### config.mk
export PLATFORM = sky130hd
export DESIGN_NAME = sccb_slave
export DESIGN_NICKNAME = d
export VERILOG_FILES = /design/src/rtl/sccb_pkg.sv /design/src/rtl/sccb_line_sync.sv /design/src/rtl/sccb_slave.sv
export SDC_FILE = /design/constraint.sdc
export NUM_CORES = 1
export LEC_CHECK = 0
export CAP_MARGIN = 0
export CORE_MARGIN = 8
export CORE_UTILIZATION = 56
export DETAILED_ROUTE_END_ITERATION = 16
export DONT_BUFFER_PORTS = 1
export PLACE_DENSITY = 0.76
export SETUP_SLACK_MARGIN = 0.15
export SYNTH_ARGS = -nofsm -noshare
export SYNTH_HDL_FRONTEND = slang
export SYNTH_HIERARCHICAL = 1
export SYNTH_SLANG_ARGS = --single-unit
### constraint.sdc
create_clock -name iCLK -period 2 [get_ports iCLK]
set_input_delay 0 -clock iCLK [delete_from_list [all_inputs] [get_ports iCLK]]
set_output_delay 0 -clock iCLK [all_outputs]
set_load 0.02 [all_outputs]
### src/rtl/sccb_pkg.sv
// Shared SCCB definitions: target FSM states, the OV7670 write address and the
// ACK/NACK bit levels as seen on SDA.
package sccb_pkg;

   typedef enum logic [3:0] {
      StIdle,
      StAddr,
      StAddrAck,
      StSub,
      StSubAck,
      StWdata,
      StWdataAck,
      StRdata,
      StRdataAck,
      StWait
   } sccb_state_e;

   localparam logic [7:0] SCCB_WR_ADDR_OV7670 = 8'h42;
   localparam logic       SCCB_ACK            = 1'b0;
   localparam logic       SCCB_NACK           = 1'b1;

   // Address match ignores the R/W bit.
   function automatic logic sccb_addr_match(input logic [7:0] rx_byte,
                                            input logic [7:0] own_addr);
      return rx_byte[7:1] == own_addr[7:1];
   endfunction

endpackage

### src/rtl/sccb_line_sync.sv
// Synchronises SCL/SDA into the system clock domain and produces single-cycle
// edge pulses plus START/STOP conditions.
module sccb_line_sync #(
   parameter int unsigned SYNC_STAGES = 2  // must be >= 2
) (
   input  logic i_clk,
   input  logic i_rst,
   input  logic i_scl,
   input  logic i_sda,
   output logic o_sda,
   output logic o_scl_rise,
   output logic o_scl_fall,
   output logic o_start,
   output logic o_stop
);

   logic [SYNC_STAGES-1:0] r_scl_sync;
   logic [SYNC_STAGES-1:0] r_sda_sync;
   logic                   r_scl_hist;
   logic                   r_sda_hist;
   logic                   w_scl;
   logic                   w_sda;
   logic                   w_sda_rise;
   logic                   w_sda_fall;

   // Synchroniser chains plus one history flop; reset to the idle-high bus level.
   always_ff @(posedge i_clk) begin
      if (i_rst) begin
         r_scl_sync <= '1;
         r_sda_sync <= '1;
         r_scl_hist <= 1'b1;
         r_sda_hist <= 1'b1;
      end else begin
         r_scl_sync <= {r_scl_sync[SYNC_STAGES-2:0], i_scl};
         r_sda_sync <= {r_sda_sync[SYNC_STAGES-2:0], i_sda};
         r_scl_hist <= w_scl;
         r_sda_hist <= w_sda;
      end
   end

   assign w_scl      = r_scl_sync[SYNC_STAGES-1];
   assign w_sda      = r_sda_sync[SYNC_STAGES-1];
   assign w_sda_rise = w_sda & ~r_sda_hist;
   assign w_sda_fall = ~w_sda & r_sda_hist;

   assign o_sda      = w_sda;
   assign o_scl_rise = w_scl & ~r_scl_hist;
   assign o_scl_fall = ~w_scl & r_scl_hist;
   assign o_start    = w_sda_fall & w_scl;
   assign o_stop     = w_sda_rise & w_scl;

endmodule

### src/rtl/sccb_slave.sv
// SCCB/I2C target: acknowledges its 7-bit address, turns write bytes into
// register-file write strobes and serves reads from an external register file.
module sccb_slave
   import sccb_pkg::*;
#(
   parameter logic [7:0]  SLAVE_ADDR  = 8'h42,
   parameter int unsigned SYNC_STAGES = 2
) (
   input  logic       iCLK,
   input  logic       rst,
   input  logic       I2C_SCLK,
   input  logic       I2C_SDAT_i,
   output logic       I2C_SDAT_oe,
   output logic       wr_en,
   output logic [7:0] wr_addr,
   output logic [7:0] wr_data,
   output logic [7:0] rd_addr,
   input  logic [7:0] rd_data,
   output logic       busy
);

   logic        w_sda;
   logic        w_scl_rise;
   logic        w_scl_fall;
   logic        w_start;
   logic        w_stop;
   logic [7:0]  w_rx_byte;

   sccb_state_e r_state;
   logic [2:0]  r_bit_cnt;
   logic [7:0]  r_shift;
   logic [7:0]  r_ptr;
   logic [7:0]  r_rd_byte;
   logic        r_rw;
   logic        r_rd_load;  // next SCL fall latches rd_data for a follow-on read byte
   logic        r_oe;
   logic        r_wr_en;
   logic [7:0]  r_wr_addr;
   logic [7:0]  r_wr_data;
   logic        r_busy;

   sccb_line_sync #(
      .SYNC_STAGES (SYNC_STAGES)
   ) u_line_sync (
      .i_clk      (iCLK),
      .i_rst      (rst),
      .i_scl      (I2C_SCLK),
      .i_sda      (I2C_SDAT_i),
      .o_sda      (w_sda),
      .o_scl_rise (w_scl_rise),
      .o_scl_fall (w_scl_fall),
      .o_start    (w_start),
      .o_stop     (w_stop)
   );

   // Byte as it will look once the bit sampled on this SCL rise is shifted in.
   assign w_rx_byte = {r_shift[6:0], w_sda};

   // Protocol FSM; all outputs are registered. STOP/START override any SCL edge.
   always_ff @(posedge iCLK) begin
      if (rst) begin
         r_state   <= StIdle;
         r_bit_cnt <= 3'd0;
         r_shift   <= 8'h00;
         r_ptr     <= 8'h00;
         r_rd_byte <= 8'h00;
         r_rw      <= 1'b0;
         r_rd_load <= 1'b0;
         r_oe      <= 1'b0;
         r_wr_en   <= 1'b0;
         r_wr_addr <= 8'h00;
         r_wr_data <= 8'h00;
         r_busy    <= 1'b0;
      end else begin
         r_wr_en <= 1'b0;
         if (w_stop) begin
            r_state   <= StIdle;
            r_oe      <= 1'b0;
            r_busy    <= 1'b0;
            r_bit_cnt <= 3'd0;
            r_rd_load <= 1'b0;
         end else if (w_start) begin
            r_state   <= StAddr;
            r_oe      <= 1'b0;
            r_busy    <= 1'b1;
            r_bit_cnt <= 3'd0;
            r_rd_load <= 1'b0;
         end else begin
            unique case (r_state)
               StAddr: begin
                  if (w_scl_rise) begin
                     r_shift   <= w_rx_byte;
                     r_bit_cnt <= r_bit_cnt + 3'd1;
                     if (r_bit_cnt == 3'd7) begin
                        if (sccb_addr_match(w_rx_byte, SLAVE_ADDR)) begin
                           r_rw    <= w_sda;
                           r_state <= StAddrAck;
                        end else begin
                           r_state <= StWait;
                        end
                     end
                  end
               end
               // Ack states: first SCL fall starts driving ACK, second one releases it.
               StAddrAck: begin
                  if (w_scl_fall) begin
                     if (!r_oe) begin
                        r_oe <= 1'b1;
                     end else begin
                        r_bit_cnt <= 3'd0;
                        if (r_rw) begin
                           // First read bit goes out on the release edge itself.
                           r_state   <= StRdata;
                           r_rd_byte <= rd_data;
                           r_oe      <= ~rd_data[7];
                        end else begin
                           r_state <= StSub;
                           r_oe    <= 1'b0;
                        end
                     end
                  end
               end
               StSub: begin
                  if (w_scl_rise) begin
                     r_shift   <= w_rx_byte;
                     r_bit_cnt <= r_bit_cnt + 3'd1;
                     if (r_bit_cnt == 3'd7) begin
                        r_ptr   <= w_rx_byte;
                        r_state <= StSubAck;
                     end
                  end
               end
               StSubAck: begin
                  if (w_scl_fall) begin
                     if (!r_oe) begin
                        r_oe <= 1'b1;
                     end else begin
                        r_oe      <= 1'b0;
                        r_bit_cnt <= 3'd0;
                        r_state   <= StWdata;
                     end
                  end
               end
               StWdata: begin
                  if (w_scl_rise) begin
                     r_shift   <= w_rx_byte;
                     r_bit_cnt <= r_bit_cnt + 3'd1;
                     if (r_bit_cnt == 3'd7) begin
                        r_wr_en   <= 1'b1;
                        r_wr_addr <= r_ptr;
                        r_wr_data <= w_rx_byte;
                        r_state   <= StWdataAck;
                     end
                  end
               end
               StWdataAck: begin
                  if (w_scl_fall) begin
                     if (!r_oe) begin
                        r_oe <= 1'b1;
                     end else begin
                        r_oe      <= 1'b0;
                        r_bit_cnt <= 3'd0;
                        r_ptr     <= r_ptr + 8'd1;
                        r_state   <= StWdata;
                     end
                  end
               end
               StRdata: begin
                  if (w_scl_fall) begin
                     if (r_rd_load) begin
                        r_rd_load <= 1'b0;
                        r_rd_byte <= rd_data;
                        r_oe      <= ~rd_data[7];
                        r_bit_cnt <= 3'd0;
                     end else if (r_bit_cnt == 3'd7) begin
                        r_oe    <= 1'b0;
                        r_state <= StRdataAck;
                     end else begin
                        r_bit_cnt <= r_bit_cnt + 3'd1;
                        r_oe      <= ~r_rd_byte[3'd6 - r_bit_cnt];
                     end
                  end
               end
               StRdataAck: begin
                  if (w_scl_rise) begin
                     if (w_sda == SCCB_ACK) begin
                        r_ptr     <= r_ptr + 8'd1;
                        r_rd_load <= 1'b1;
                        r_state   <= StRdata;
                     end else begin
                        r_state <= StWait;
                     end
                  end
               end
               StIdle, StWait: begin
               end
               default: r_state <= StIdle;
            endcase
         end
      end
   end

   assign I2C_SDAT_oe = r_oe;
   assign wr_en       = r_wr_en;
   assign wr_addr     = r_wr_addr;
   assign wr_data     = r_wr_data;
   assign rd_addr     = r_ptr;
   assign busy        = r_busy;

endmodule

==> Word level (Yosys, flattened, before mapping) <==
Index checks and enable logic that the tools add are counted.
{ "totals": {"register_bits": 57, "mem_bits_ro": 0, "latch_bits": 0, "word_cells": 165, "inputBits": 12, "ram_bits": 0, "n_memories": 0, "output_inout_bits": 27} }
{ "classes": {"bitwise_logic": 17, "n_div": 0, "n_mux": 55, "n_lt_le_gt_ge": 1, "multipliers": 0, "add_sub_neg": 3, "n_reduce_logical": 23, "n_shift": 0, "n_eq_ne": 49} }
{ "op_table": {"columns": ["operator", "n"], "rows": [
  ["2-to-1 mux 8 bit", 11],
  ["2-to-1 mux 4 bit", 16],
  ["one-hot mux 4 bit (8 select lines)", 1],
  ["AND reduction 15 bit", 2],
  ["!= test 2 x 1 -> 1 bit, second input constant", 13],
  ["!= test 3 x 1 -> 1 bit, second input constant", 8],
  ["one-hot mux 8 bit (3 select lines)", 1],
  ["2-to-1 mux 3 bit", 7],
  ["!= test 2 bit, second input constant", 10],
  ["!= test 3 x 2 -> 1 bit, second input constant", 6],
  ["== test 4 x 3 -> 1 bit, second input constant", 4],
  ["one-hot mux 8 bit (2 select lines)", 1],
  ["2-to-1 mux 1 bit", 14],
  ["AND reduction 4 bit", 3],
  ["AND reduction 6 bit", 2],
  ["inverter 1 bit", 11],
  ["one-hot mux 3 bit (3 select lines)", 1],
  ["AND reduction 9 bit", 1],
  ["nonzero test 3 bit", 3],
  ["OR reduction 3 bit", 3],
  ["adder 8 x 1 -> 8 bit, second input constant", 1],
  ["== test 4 x 2 -> 1 bit, second input constant", 2],
  ["== test 4 bit, second input constant", 2],
  ["AND reduction 8 bit", 1],
  ["other kinds (16)", 24]
]} }

==> Logic depth before layout (Yosys ltp) <==
Gate-level depths: netlist of the first run.
{ "depth": {"word_depth": 8, "depth_mapped": 8} }

==> Cells and area by module <==
The synthesis of the first run kept the hierarchy.
{ "modules_own_cells": {"columns": ["mod", "cells_each", "seq_area_each_um2", "area_each_um2", "n_inst"], "rows": [
  ["sccb_slave", 294, 1021.0, 2592.5, 1],
  ["sccb_line_sync", 16, 120.1, 187.7, 1]
]} }

==> Worst setup path before layout of the first run <==
Ideal clock, no wire load.
{ "synth_path": {"kind": "register -> register", "from": "register u_line_sync.r_sda_sync[1]", "to": "register r_wr_addr[4], in the netlist wr_addr[4]", "path_stages_with_launch": 9, "path_slack_ps": -44, "arrival_ps": 1917, "n_path_buf": 2, "setup_ps": 128, "path_cell_list": "dfxtp_1 and3b_1 nor2_1 nand4_1 or3b_1 buf_2 buf_2 mux2i_1 nor2_1"} }
{ "synth_via": {"elab_chain_cells": 5, "word_cells_on_any_way": 8, "cone_classes": "bitwise: 7; reduce/logical: 1"} }
{ "synth_rtl": {"columns": ["item", "line_no", "source"], "rows": [
  ["from (decl)", "sccb_line_sync.sv:18", "logic [SYNC_STAGES-1:0] r_sda_sync;"],
  ["from (signal assigned)", "sccb_line_sync.sv:35", "r_sda_sync <= {r_sda_sync[SYNC_STAGES-2:0], i_sda};"],
  ["inverter 1 bit", "sccb_line_sync.sv:44", "assign w_sda_fall = ~w_sda & r_sda_hist;"],
  ["bitwise AND 1 bit", "sccb_line_sync.sv:44", null],
  ["bitwise AND 1 bit", "sccb_line_sync.sv:49", "assign o_start = w_sda_fall & w_scl;"],
  ["via w_start", "sccb_slave.sv:25", "logic w_start;"],
  ["inverter 1 bit (no line)", null, null],
  ["AND reduction 5 bit (no line)", null, null],
  ["to (signal assigned)", "sccb_slave.sv:150", "r_wr_addr <= r_ptr;"],
  ["to (decl)", "sccb_slave.sv:38", "logic [7:0] r_wr_addr;"]
]} }
The timed path passes the listed nets, and every way through them passes these cells.
A chain may end at the register's enable or synchronous reset.

==> Worst setup path in the final report of the first run <==
{ "layout_path": {"from": "register u_line_sync.r_sda_sync[1]", "to": "register r_rd_byte[6]"} }
{ "layout_via": {"elab_chain_cells": 5, "word_cells_on_any_way": 8, "cone_classes": "bitwise: 7; reduce/logical: 1"} }
{ "layout_rtl": {"columns": ["item", "line_no", "source"], "rows": [
  ["inverter 1 bit", "sccb_line_sync.sv:44", null],
  ["bitwise AND 1 bit", "sccb_line_sync.sv:44", null],
  ["bitwise AND 1 bit", "sccb_line_sync.sv:49", null],
  ["via w_start", "sccb_slave.sv:25", null],
  ["inverter 1 bit (no line)", null, null],
  ["AND reduction 8 bit (no line)", null, null],
  ["to (signal assigned)", "sccb_slave.sv:114", "r_rd_byte <= rd_data;"],
  ["to (signal assigned)", "sccb_slave.sv:172", "r_rd_byte <= rd_data;"],
  ["to (decl)", "sccb_slave.sv:33", "logic [7:0] r_rd_byte;"]
]} }
The timed path passes the listed nets, and every way through them passes these cells.

==> flow_results.org, run 1 <==
** STA
- In this run the tightest slew margin relative to its limit is between 50% and 60%.
- Worst hold margin :: -259.6 ps
- Maximum frequency from static timing analysis :: 543.0 MHz
- Total Neg Setup Slack :: 0 ps
- Setup violations remaining at the end of the flow were counted as 0.
- RSZ-0062 raised after global routing :: no
- Fin. Hold Viols :: 47
- Part of the cycle the worst path needs :: roughly 92%
- At the pin with the least slew margin, the transition time is between 600 and 700 ps.
- The number of slew-limit violations in the final report was 0.
- Final Worst Setup Slack :: about 160 ps
- Minimum period implied by the final worst setup slack :: approximately 1800 ps
- Across the routed clock network, the largest skew measured is just under 9 ps.

** Die
- Starting density of the core :: roughly three fifths
- Row count :: 25
- In this run the count of I/O pins placed on the die edge is 39.
- In this run the standard cell core region covers ~4800 um2.
- Overall die area :: 7475 um2
- Die Span Y :: a little under 90 um
- Die X-Extent :: between 80 and 90 um

** Global routing
- First-pass GRT wire length :: roughly 11000 um
- Global routing finished with a remaining overflow of 0.
- Entering global routing, the biggest net connects approximately 50 pins.
- Routing usage on met2 :: about 27%
- Across every metal layer, demand over resource in global routing totals ~18%.
- The number of global-route vias before repair is between 2000 and 2500.
- The number of antenna violations at the first check in global routing came to 0.
- Met1 global-route usage :: between 20% and 30%
- Global routing used 4.726% of the available met3 tracks.
- Peak-usage layer in the global routing report :: met2

** Drt
- Aggregate routed wire length :: around 7000 um
- In the routed design, unresolved DRC markers number 0.
- Via total after detailed routing :: 2411
- Wire length per cell after detailed routing :: ~17 um
- Dividing the detail-routed via count by the number of cells gives between 5 and 6.
- Number of search-and-repair iterations in the first detailed-routing pass :: 4
- The count of nets left with antenna violations once routing finished came out at 0.
- Initial detailed-routing violation count :: 150

** Clocking
- The clock passes through at most 2 buffers.
- Counting the buffers created by CTS gives 9.
- Root buffer cell :: clkbuf_8
- CTS tree :: yes
- The H-tree generated during clock tree synthesis spans 3 levels.
- Clock-pin slew was measured on the worst setup and hold paths at 70 ps.
- After clock tree synthesis, the flow added hold-fix buffers numbering 10.
- The clock net in this run drives a total of 57 sinks.
- The clock reaches the later pin of the worst-skew pair after ~340 ps.

** Logic synthesis
- Synthesis inferred 57 register bits.
- A synthesized cell averages about 9.0 um2.
- Synthesized instance count :: 310
- For this run, the leading register cell type out of synthesis is dfxtp_1.
- Portion of synthesized cell area occupied by the leading cell type :: ~40%
- The Yosys step of the flow raised 6 warnings.
- After synthesis, flip-flops and latches occupy between 40% and 50% of the total area.
- Synthesized Nets :: approximately 330
- The synthesized netlist occupies a cell area of about 2800 um2.
- Of all cell types, the one taking the most synthesized area is dfxtp_1.
- Sorting the synthesized cells by area gives the leading types as dfxtp_1 41%, mux2i_1 13%, nor2_1 6.8%.
- Of all flip-flops after synthesis, the portion carrying an async set or reset was 0%.
- EDFF count, synth :: 0
- The number of different library cells used by synthesis comes to 53.

** Critical path
- Longest individual stage delay on the worst path :: about 500 ps
- WP buf/inv :: 2
- Gate family responsible for the most delay along the worst path :: simple AND/OR/NAND/NOR gates
- By startpoint and endpoint, the worst setup path is classified as flip-flop to flip-flop.
- In this run the worst setup path begins at u_line_sync/r_sda_sync[1].
- Along the worst path, the maximum fanout reaches 8.
- In this run the critical register-to-register path is launched from u_line_sync/r_sda_sync[1].
- The critical path goes through and3b_2 -> nor2_4 -> inv_2 -> or4_4 -> buf_8 -> mux2i_2 -> nor2_1.
- STA classifies the critical path endpoint as a flip-flop.
- Levels on crit path :: 7
- Data on the critical path arrives at its endpoint at between 2000 and 2500 ps.
- R2r worst-path depth :: 7
- STA classifies the critical path startpoint as a flip-flop.
- Among all stages on the critical path, the largest delay is contributed by or4_4.
- Data required, critical path :: 2220 ps

** Status
- Result of the run :: complete, but fails checks
- The final reports fail on hold timing.

** Final layout
- The repair_antennas step left the layout with diodes totalling 0.
- Final instance area :: 3525 um2
- Fraction of layout instances using a drive strength above 1 :: roughly a quarter
- At the end of the flow the core is filled with cells to 74.13%.
- Final-stage net count :: about 360
- Area growth syn-to-layout :: 26.78%

** Hold path
- The startpoint identified for the worst hold timing path is rst.
- The tightest min-delay check is of the input port to flip-flop type.
- Counting instances, the worst hold path has a depth of 1.

** Pwr
- Dividing total power by cell area gives a power density of slightly below 700 nW/um2.
- IR analysis of the VDD net gives a maximum drop of about 0.55 mV.
- Static Leak :: roughly 1.6 nW

** Placement
- Input and output buffers added on the ports amount to 0.
- Summing all placed instances gives a cell area of a little under 3000 um2.
- Final RePlAce weighted congestion :: 0.8589
- Summed over all nets, the half-perimeter wirelength after detailed placement is around 4500 um.
- Before CTS, the worst setup slack after placement is roughly 21 ps.

** Run
- # Max-Cap Violations :: 0
report_power, final:
part	internal, mW	total, mW	switching, mW
sequential	1.14	1.15	0.00892
clock	0.733	1.19	0.457
combinational	0.0451	0.0856	0.0406
final timing paths:
| check | end | slack (ps) |
|---|---|---|
| hold reg to reg | r_bit_cnt[1] | 490 |
| setup / recovery | r_rd_byte[6] | 160 |
| setup reg to reg | r_rd_byte[6] | 160 |
| hold / removal | rd_addr[7] | -260 |
timing repair:
| action | in CTS | in global routing |
|---|---|---|
| cloned | 0 | 2 |
| resized for setup | 5 | 30 |
| setup endpoints to repair | 12 | 24 |
| buffers inserted | 0 | 9 |
| pin swaps | 0 | 16 |
| endpoints found under the hold margin | 57 | 45 |
cells in the final DEF, fill, tap and decap left out, types with 3 or more instances in the layout:
master          n
a211oi_1        3
a21o_1          6
a21oi_1        14
a31oi_1         5
buf_4          30
clkbuf_8       10
dfxtp_1        50
dfxtp_2         5
dlygate4sd3_1  10
inv_1           4
mux2i_1        35
nand2_1        20
nand3_1         8
nand4_1         3
nor2_1         48
nor2b_1         6
nor2b_2         3
nor3_1          3
o211ai_1        3
o21ai_1         8
or2_1           8
layer usage:
| layer | share of wire [%] | routed length, um | vias up |
|---|---|---|---|
| met4 | 2.2 | 153 | 0 |
| li1 | - | - | 1178 |
| met2 | 47 | 3272 | 80 |
| met3 | 6.8 | 479 | 15 |
| met5 | 0 | 0 | - |
| met1 | 44 | 3120 | 1138 |
per-stage QoR:
| stage | power, mW | cells |
|---|---|---|
| 2_1_floorplan | 1.229 | 310 |
| 3_3_place_gp | 1.237 | 383 |
| 3_5_place_dp | 1.237 | 383 |
| 4_1_cts | 2.427 | 409 |
| 5_1_grt | 2.497 | 420 |
| 6_report | 2.426 | 420 |
registers in the layout, indices dropped and copies added, names as in the netlist:
name,count
I2C_SDAT_oe,1
busy,1
r_bit_cnt,3
r_rd_byte,8
r_rd_load,1
r_rw,1
r_shift,7
r_state,4
rd_addr,8
u_line_sync/r_scl_hist,1
u_line_sync/r_scl_sync,2
u_line_sync/r_sda_hist,1
u_line_sync/r_sda_sync,2
wr_addr,8
wr_data,8
wr_en,1
cells by family (layout without fill, tap and decap cells):
| logic type | after synthesis | after routing | synth area share, % |
|---|---|---|---|
| AND/OR/NAND/NOR | 123 | 123 | 22.32 |
| AO/OA/AOI/OAI | 60 | 60 | 14.72 |
| adder cells (fa/ha/maj) | 4 | 4 | 1.800 |
| multiplexers | 40 | 40 | 15.35 |
| XOR/XNOR | 2 | 2 | 0.6302 |
| flip-flops | 57 | 57 | 41.04 |
| buffers and inverters | 24 | 67 | 4.140 |
cells in the mapped netlist, types with 3 or more instances:
cell	n
dfxtp_1	57
nor2_1	50
mux2i_1	37
nand2_1	20
a21oi_1	16
nor2b_1	10
buf_2	8
nand3_1	8
o21ai_1	8
or2_1	8
clkbuf_1	7
a21o_1	6
a31oi_1	6
inv_1	5
ha_1	4
a211oi_1	3
and2_1	3
nand4_1	3
nor3_1	3
o211ai_1	3
or4_1	3
layout make-up:
type / instances / area, um2
Sequential cell: 57 / 1155
Clock inverter: 5 / 78.83
Clock buffer: 11 / 141.4
Tap cell: 67 / 83.83
Multi-Input combinational cell: 229 / 1635
Timing Repair Buffer: 45 / 407.9
Inverter: 6 / 22.52
Fill cell: 348 / 1230
No activity file was read; power rests on OpenSTA's default activity.
==> run 2: changes to the inputs <==
==> constraint.sdc (replaced) <==
create_clock -name iCLK -period 1.6 [get_ports iCLK]
set_input_delay 0 -clock iCLK [delete_from_list [all_inputs] [get_ports iCLK]]
set_output_delay 0 -clock iCLK [all_outputs]
set_load 0.005 [all_outputs]
==> flow_results.org, run 2 (synthesized netlist as in run 1, its figures left out) <==
** Final layout
- Top library cells by usage in the layout, fill and taps aside :: 59 x buf_4, 48 x dfxtp_1, 44 x nor2_1, 32 x mux2i_1, 18 x nand2_1
- The final net count was 403 (+11%).
- The library cell used most frequently in the layout, excluding fill and tap cells, is buf_4.
- Post-route non-filler standard cell count :: 459 (+9.3%)
- Fraction of layout instances using a drive strength above 1 :: 40.05% (+16 points)
- The diode insertion count for antenna repair came to 0 (unchanged).
- Count of fill cells added during filler insertion :: 211 (-39%)
- The core utilization of the finished layout is 85.37% (+11 points).
- Area growth syn-to-layout :: 45.99%

** Drt
- Via total after detailed routing :: 2925 (+21%)
- Via density per instance :: 6.373 (+11%)
- Post-detailed-route DRC marker count :: 0 (unchanged)
- Wire length per cell after detailed routing :: 21.89 um (+31%)
- DRT antenna net count :: 0 (unchanged)
- The final routed wirelength across all metal layers came to 10050 um (+43%).
- The number of design-rule violations left by the first detailed-router iteration came to 280 (+87%).
- Number of search-and-repair iterations in the first detailed-routing pass :: 5 (+1)

** Critical path
- The required time at the endpoint of the critical path came to 1810 ps (-410 ps).
- Cells along the critical path :: nor2b_4 -> buf_6 -> nand2_2 -> a22oi_2 -> buf_4 -> o211a_4 -> mux2i_1 -> a21oi_1
- Arr. time, crit path :: 2190 ps (+130 ps)
- The buffer and inverter count on the worst path is 2 (unchanged).
- Crit path max fanout :: 5 (-3)
- Longest individual stage delay on the worst path :: 400 ps (-100 ps)
- The slowest stage of the critical path belongs to the cell dfxtp_2.
- The worst setup path is of the flip-flop to flip-flop kind.
- STA classifies the critical path startpoint as a flip-flop.
- Gate family responsible for the most delay along the worst path :: compound AO/OA/AOI/OAI gates
- The worst setup path is captured at a flip-flop.

** Placement
- Total half-perimeter wirelength after legalization and detailed placement :: 4904 um (+8.3%)
- Worst setup slack after placement :: -198.0 ps (-219.1 ps)
- The count of placed standard cells including taps is 413 (+7.8%).
- I/O Buffers :: 0 (unchanged)
- The global placement routability congestion came to 0.8732 (+1.7%).

** Clocking
- CTS tree :: yes
- The cell sitting at the root of the clock tree is a clkbuf_8.
- The total clock sinks was 57 (unchanged).
- Insertion delay of the later-clocked pin in the worst-skew pair :: 350 ps (about the same)
- Maximum buffer depth of the clock tree :: 2 (unchanged)
- Count of hold buffers inserted by post-cts repair :: 9 (-1)
- The clock-pin slew reported for the worst setup and hold paths after clock tree synthesis came to 80 ps (about the same).
- The clock buffer count from CTS came to 9 (unchanged).
- The level count of the clock H-tree was 3 (unchanged).

** STA
- Number of failing setup endpoints in the final timing report :: 41 (+41)
- The worst hold slack was -283.1 ps (-23.48 ps).
- Final Skew :: 12.47 ps (+3.818 ps)
- Part of the cycle the worst path needs :: 123.6% (+32 points)
- Relative max-transition margin :: 76.85% (+17 points)
- The number of hold-slack violations in the final timing report came to 49 (+4.3%).
- The fmax is 505.6 MHz (-6.9%).
- Number of pins exceeding their max-slew limit in the final report :: 0 (unchanged)
- The worst path setup slack after routing came to -377.8 ps (-536.1 ps).
- Minimum period implied by the final worst setup slack :: 1978 ps (+136.1 ps)
- The actual slew at the worst max-slew pin came to 347.3 ps (-252.8 ps).
- Total Neg Setup Slack :: -6861 ps (-6861 ps)
- Setup repair after global routing could not meet its margin everywhere.

** Global routing
- Largest net degree at the start of global routing :: 51 (unchanged)
- Vias in the first global route :: 2776 (+27%)
- The overflow left after global routing is 0 (unchanged).
- The global-route met3 utilization is 6.711% (+2.0 points).
- Routing usage on met2 :: 41.53% (+15 points)
- The global-route wire length before repair was 14120 um (+33%).
- The layer flagged by global routing as most heavily used is met2.
- Met1 global-route usage :: 26.74% (+3.6 points)
- The aggregate global-route resource usage was 23.94% (+6.2 points).
- Number of antenna violations at the first check in global routing :: 0 (unchanged)

** Hold path
- Worst hold-check path type :: input port to flip-flop

** Die
- Die Span Y :: 86.46 um (unchanged)
- The area of the placeable core came to 4755 um2 (unchanged).
- Overall die area :: 7475 um2 (unchanged)
- The top-level port count came to 39 (unchanged).
- The overall die width was 86.46 um (unchanged).
- The number of core rows came to 25 (unchanged).
- Starting density of the core :: 58.47% (unchanged)

** Pwr
- Static Leak :: 1.789 nW (+12%)
- Pwr Density :: 758.5 nW/um2 (+10%)
- The worst ir drop on vdd came to 0.8328 mV (+51%).

** Status
- Result of the run :: complete, but fails checks
- The final reports fail on hold timing, setup timing.

** Run
- # Max-Cap Violations :: 0 (unchanged)
-- run 2: cell count changes in the layout (fill, tap and decap cells not counted), sizes merged --
cell,before,now
buf,34,75
clkinv,3,1
bufinv,2,1
clkbuf,12,13
clkinvlp,0,1
dlygate4sd3,10,9
-- run 2: layer usage --
| layer | part of all wire [%] | routed length, um |
|---|---|---|
| met4 | 4.3 | 430 |
| met5 | 0 | 0 |
| met1 | 38 | 3811 |
| met2 | 48 | 4872 |
| met3 | 9.3 | 933 |
-- run 2: what timing repair did --
action,CTS,global route
hold endpoints to repair,57,49
gates resized for setup,61,24
setup buffers,14,6
setup endpoints to repair,47,50
pin swaps,19,9
cloned,1,0
-- run 2: report_power, final --
group / total [mW] / switching [mW] / internal [mW] / leakage, nW
Sequential: 1.44 / 0.0119 / 1.43 / 0.463
Clock: 1.47 / 0.610 / 0.860 / 0.105
Combinational: 0.170 / 0.0761 / 0.0939 / 1.22
-- run 2: final cells by class --
type | instances | area, um2 | area share, %
clock buffer | 13 | 170.2 | 4.192
multi-input combinational | 229 | 1842 | 45.38
sequential | 57 | 1160 | 28.58
timing repair buffer | 84 | 734.5 | 18.09
tap | 67 | 83.83 | 2.065
clock inverter | 3 | 46.29 | 1.141
inverter | 6 | 22.52 | 0.5549
-- run 2: metrics by stage --
step / power [mW] / instance area (um2)
4_1_cts: 3.029 / 3896
6_report: 3.079 / 4059
5_1_grt: 3.140 / 4059
3_3_place_gp: 1.568 / 3256
2_1_floorplan: 1.540 / 2889
3_5_place_dp: 1.570 / 3256
-- run 2: final timing paths --
path | slack, ps | endpoint | depth (start not counted) | start
max | -380 | rd_addr[0] | 8 | u_line_sync/r_scl_sync[1]
min | -280 | rd_addr[3] | 1 | rst
max reg2reg | -380 | rd_addr[0] | 8 | u_line_sync/r_scl_sync[1]
min reg2reg | 490 | busy | 1 | busy
-- run 2: worst reg2reg max path, delay by kind of cell, from the launching register on --
kind / cells / cell delay, ps
simple gates: 2 / 300
flops: 1 / 400
mux: 1 / 310
buf+inv: 2 / 310
compound gates: 3 / 530
==> run 3: changes to the inputs <==
GPL_TIMING_DRIVEN = 0   (was unset)
SLEW_MARGIN = 15   (was unset)
==> flow_results.org, run 3 (synthesized netlist as in run 1, its figures left out) <==
** Final layout
- Fraction of layout instances using a drive strength above 1 :: 39.79% (-0.26 points)
- Number of antenna repair diodes :: 0 (unchanged)
- The area growth from synthesis to layout is 47.93%.
- In the layout the commonest cells are 48 x dfxtp_1, 41 x nor2_1, 34 x mux2i_1, 31 x buf_4, 26 x buf_6.
- The final net count is 398 (-1.2%).
- Final instance area :: 4113 um2 (+1.3%)
- Leaving out fill and tap cells, the most frequent cell in the layout is dfxtp_1.

** Global routing
- Largest net degree at the start of global routing :: 11 (-78%)
- The overflow left after global routing was 0 (unchanged).
- First-pass GRT wire length :: 13590 um (-3.8%)
- The aggregate global-route resource usage was 22.88% (-1.1 points).
- The number of global-route vias before repair came to 2719 (-2.1%).
- The number of antenna violations at the first check in global routing was 0 (unchanged).

** Critical path
- Data required, critical path :: 1810 ps (about the same)
- Critical path endpoint category :: flip-flop
- In this run the critical register-to-register path is launched from u_line_sync/r_sda_hist.
- The largest driver fanout on the critical path is 7 (+2).
- Critical path class :: flip-flop to flip-flop
- R2r worst-path depth :: 8 (unchanged)
- The worst setup slack for register-to-register paths came to -420 ps (-40 ps).
- Worst setup SP type :: flip-flop
- The worst register-to-register path ends at wr_addr[6].
- Arr. time, crit path :: 2230 ps (+40 ps)

** Hold path
- Worst hold-check path type :: input port to flip-flop
- The number of instances on the worst hold path was 2 (+1).
- The path with the worst hold slack has its endpoint at rd_addr[1].
- Origin of the worst min-delay path :: rst

** Placement
- Post-detailed-placement cell area :: 2973 um2 (-8.7%)
- The worst setup slack before clock tree synthesis came to -366.9 ps (-169.0 ps).
- The count of port buffers added during placement was 0 (unchanged).
- The global placement routability congestion was 0.8563 (-1.9%).
- The detailed placer's ending HPWL is 4588 um (-6.4%).

** Die
- The die area was 7475 um2 (unchanged).
- Core footprint :: 4755 um2 (unchanged)
- Number of top-level pins :: 39 (unchanged)
- Starting density of the core :: 58.47% (unchanged)
- Die Span Y :: 86.46 um (unchanged)
- The overall die width came to 86.46 um (unchanged).
- Row count :: 25 (unchanged)

** Clocking
- CTS tree :: yes
- Insertion delay of the later-clocked pin in the worst-skew pair :: 350 ps (about the same)
- Clock buffers created by TritonCTS :: 9 (unchanged)
- CTS H-Tree Depth :: 3 (unchanged)
- The clock-pin slew reported for the worst setup and hold paths after clock tree synthesis is 70 ps (about the same).
- The total clock sinks is 57 (unchanged).
- The cell sitting at the root of the clock tree is a clkbuf_8.
- Maximum buffer depth of the clock tree :: 2 (unchanged)

** Pwr
- Pwr Density :: 768.4 nW/um2 (+1.3%)
- Worst supply voltage drop on vdd :: 0.8669 mV (+4.1%)
- The clock share of power is 48.4% (+0.6 points).
- Switching fraction of total power :: 23.84% (+1.1 points)
- Static Leak :: 1.791 nW (about the same)
- The switching component of the power came to 753.2 uW (+7.8%).
- Comb power frac :: 6.1% (+0.6 points)
- Total chip power :: 3.160 mW (+2.6%)
- The share of total power in sequential cells came to 45.5% (-1.2 points).
- Internal power of the cells :: 2.407 mW (+1.1%)

** STA
- Total Neg Setup Slack :: -12660 ps (-5804 ps)
- Number of failing setup endpoints in the final timing report :: 46 (+12%)
- Part of the cycle the worst path needs :: 126.1% (+2.5 points)
- Worst hold margin :: 182.5 ps (+465.5 ps)
- Worst-margin pin slew :: 565.0 ps (+217.7 ps)
- Number of pins exceeding their max-slew limit in the final report :: 0 (unchanged)
- Relative max-transition margin :: 62.33% (-15 points)
- The post-layout minimum cycle time is 2018 ps (+39.93 ps).
- The fmax is 495.6 MHz (-2.0%).
- Setup repair after global routing could not meet its margin everywhere.
- Fin. Hold Viols :: 0 (-100%)
- The worst-case clock skew is 11.40 ps (-1.065 ps).
- Final Worst Setup Slack :: -417.8 ps (-39.93 ps)

** Status
- Failing checks :: setup timing
- The flow ran to the end, but the final reports show violations.

** Drt
- Aggregate routed wire length :: 10830 um (+7.8%)
- Wire length per cell after detailed routing :: 23.85 um (+9.0%)
- The detail-routed via count per cell is 6.601 (+3.6%).
- Number of search-and-repair iterations in the first detailed-routing pass :: 6 (+1)
- DRT antenna net count :: 0 (unchanged)
- Via total after detailed routing :: 2997 (+2.5%)
- Initial detailed-routing violation count :: 305 (+8.9%)
- Post-detailed-route DRC marker count :: 0 (unchanged)

** Run
- The max-capacitance violation count came to 0 (unchanged).
==> run 3: what timing repair did <==
action | in CTS | in global routing
pin swaps | 13 | 14
setup buffers | 33 | 13
endpoints found under the setup margin | 50 | 50
cloned | 3 | 1
endpoints found under the hold margin | 15 | 0
hold buffers | 11 | 0
gates resized for setup | 46 | 52
==> run 3: power by group through the flow <==
stage	Sequential [mW]	Combinational, mW	Clock [mW]
3_3_place_gp	1.47	0.0924	0
5_1_grt	1.44	0.201	1.60
6_report	1.44	0.193	1.53
3_5_place_dp	1.47	0.0935	0
2_1_floorplan	1.47	0.0720	0
4_1_cts	1.44	0.150	1.49
==> run 3: critical path, cell delays in order, from the launching register on <==
cell       delay [ps]
dfxtp_1           370
and3b_2           250
nor2_4            150
nand4_1           140
or3b_1            400
buf_6             160
clkbuf_16         160
mux2i_1           180
nor2_1             70
==> run 3: worst max path at each step <==
stage / from / endpoint / slack, ps / cells past startpoint
6_report: u_line_sync/r_sda_hist / wr_addr[6] / -420 / 8
5_1_grt: u_line_sync/r_sda_sync[1] / wr_addr[6] / -480 / 8
4_1_cts: u_line_sync/r_sda_sync[1] / wr_addr[6] / -240 / 8
3_5_place_dp: u_line_sync/r_sda_sync[1] / wr_addr[4] / -370 / 8
3_3_place_gp: u_line_sync/r_sda_sync[1] / wr_addr[4] / -340 / 8
2_1_floorplan: u_line_sync/r_sda_sync[1] / wr_addr[0] / -160 / 8
==> run 3: routing by layer <==
layer  GRT usage [%]  routed length, um  vias to the layer above
met2           38.06               5118                      253
li1                -                  -                     1249
met1           26.49               4039                     1423
met5               0                  0                        -
met3           7.278               1061                       72
met4           9.233                609                        0
==> run 3: area by class of cell <==
cell class / count / area (um2)
clock inverters: 3 / 46.29
fillers: 221 / 641.9
plain buffers: 18 / 180.2
clock buffers: 13 / 178.9
well taps: 67 / 83.83
repair buffers: 61 / 570.5
inverters: 6 / 22.52
multi-input cells: 229 / 1868
flip-flops and latches: 57 / 1162
==> run 3: metrics by stage <==
| stage | std cells | utilization [%] |
|---|---|---|
| 6_report | 454 | 86.50 |
| 5_1_grt | 454 | 86.50 |
| 4_1_cts | 440 | 79.45 |
| 3_5_place_dp | 377 | 62.53 |
| 3_3_place_gp | 377 | 62.53 |
| 2_1_floorplan | 310 | - |
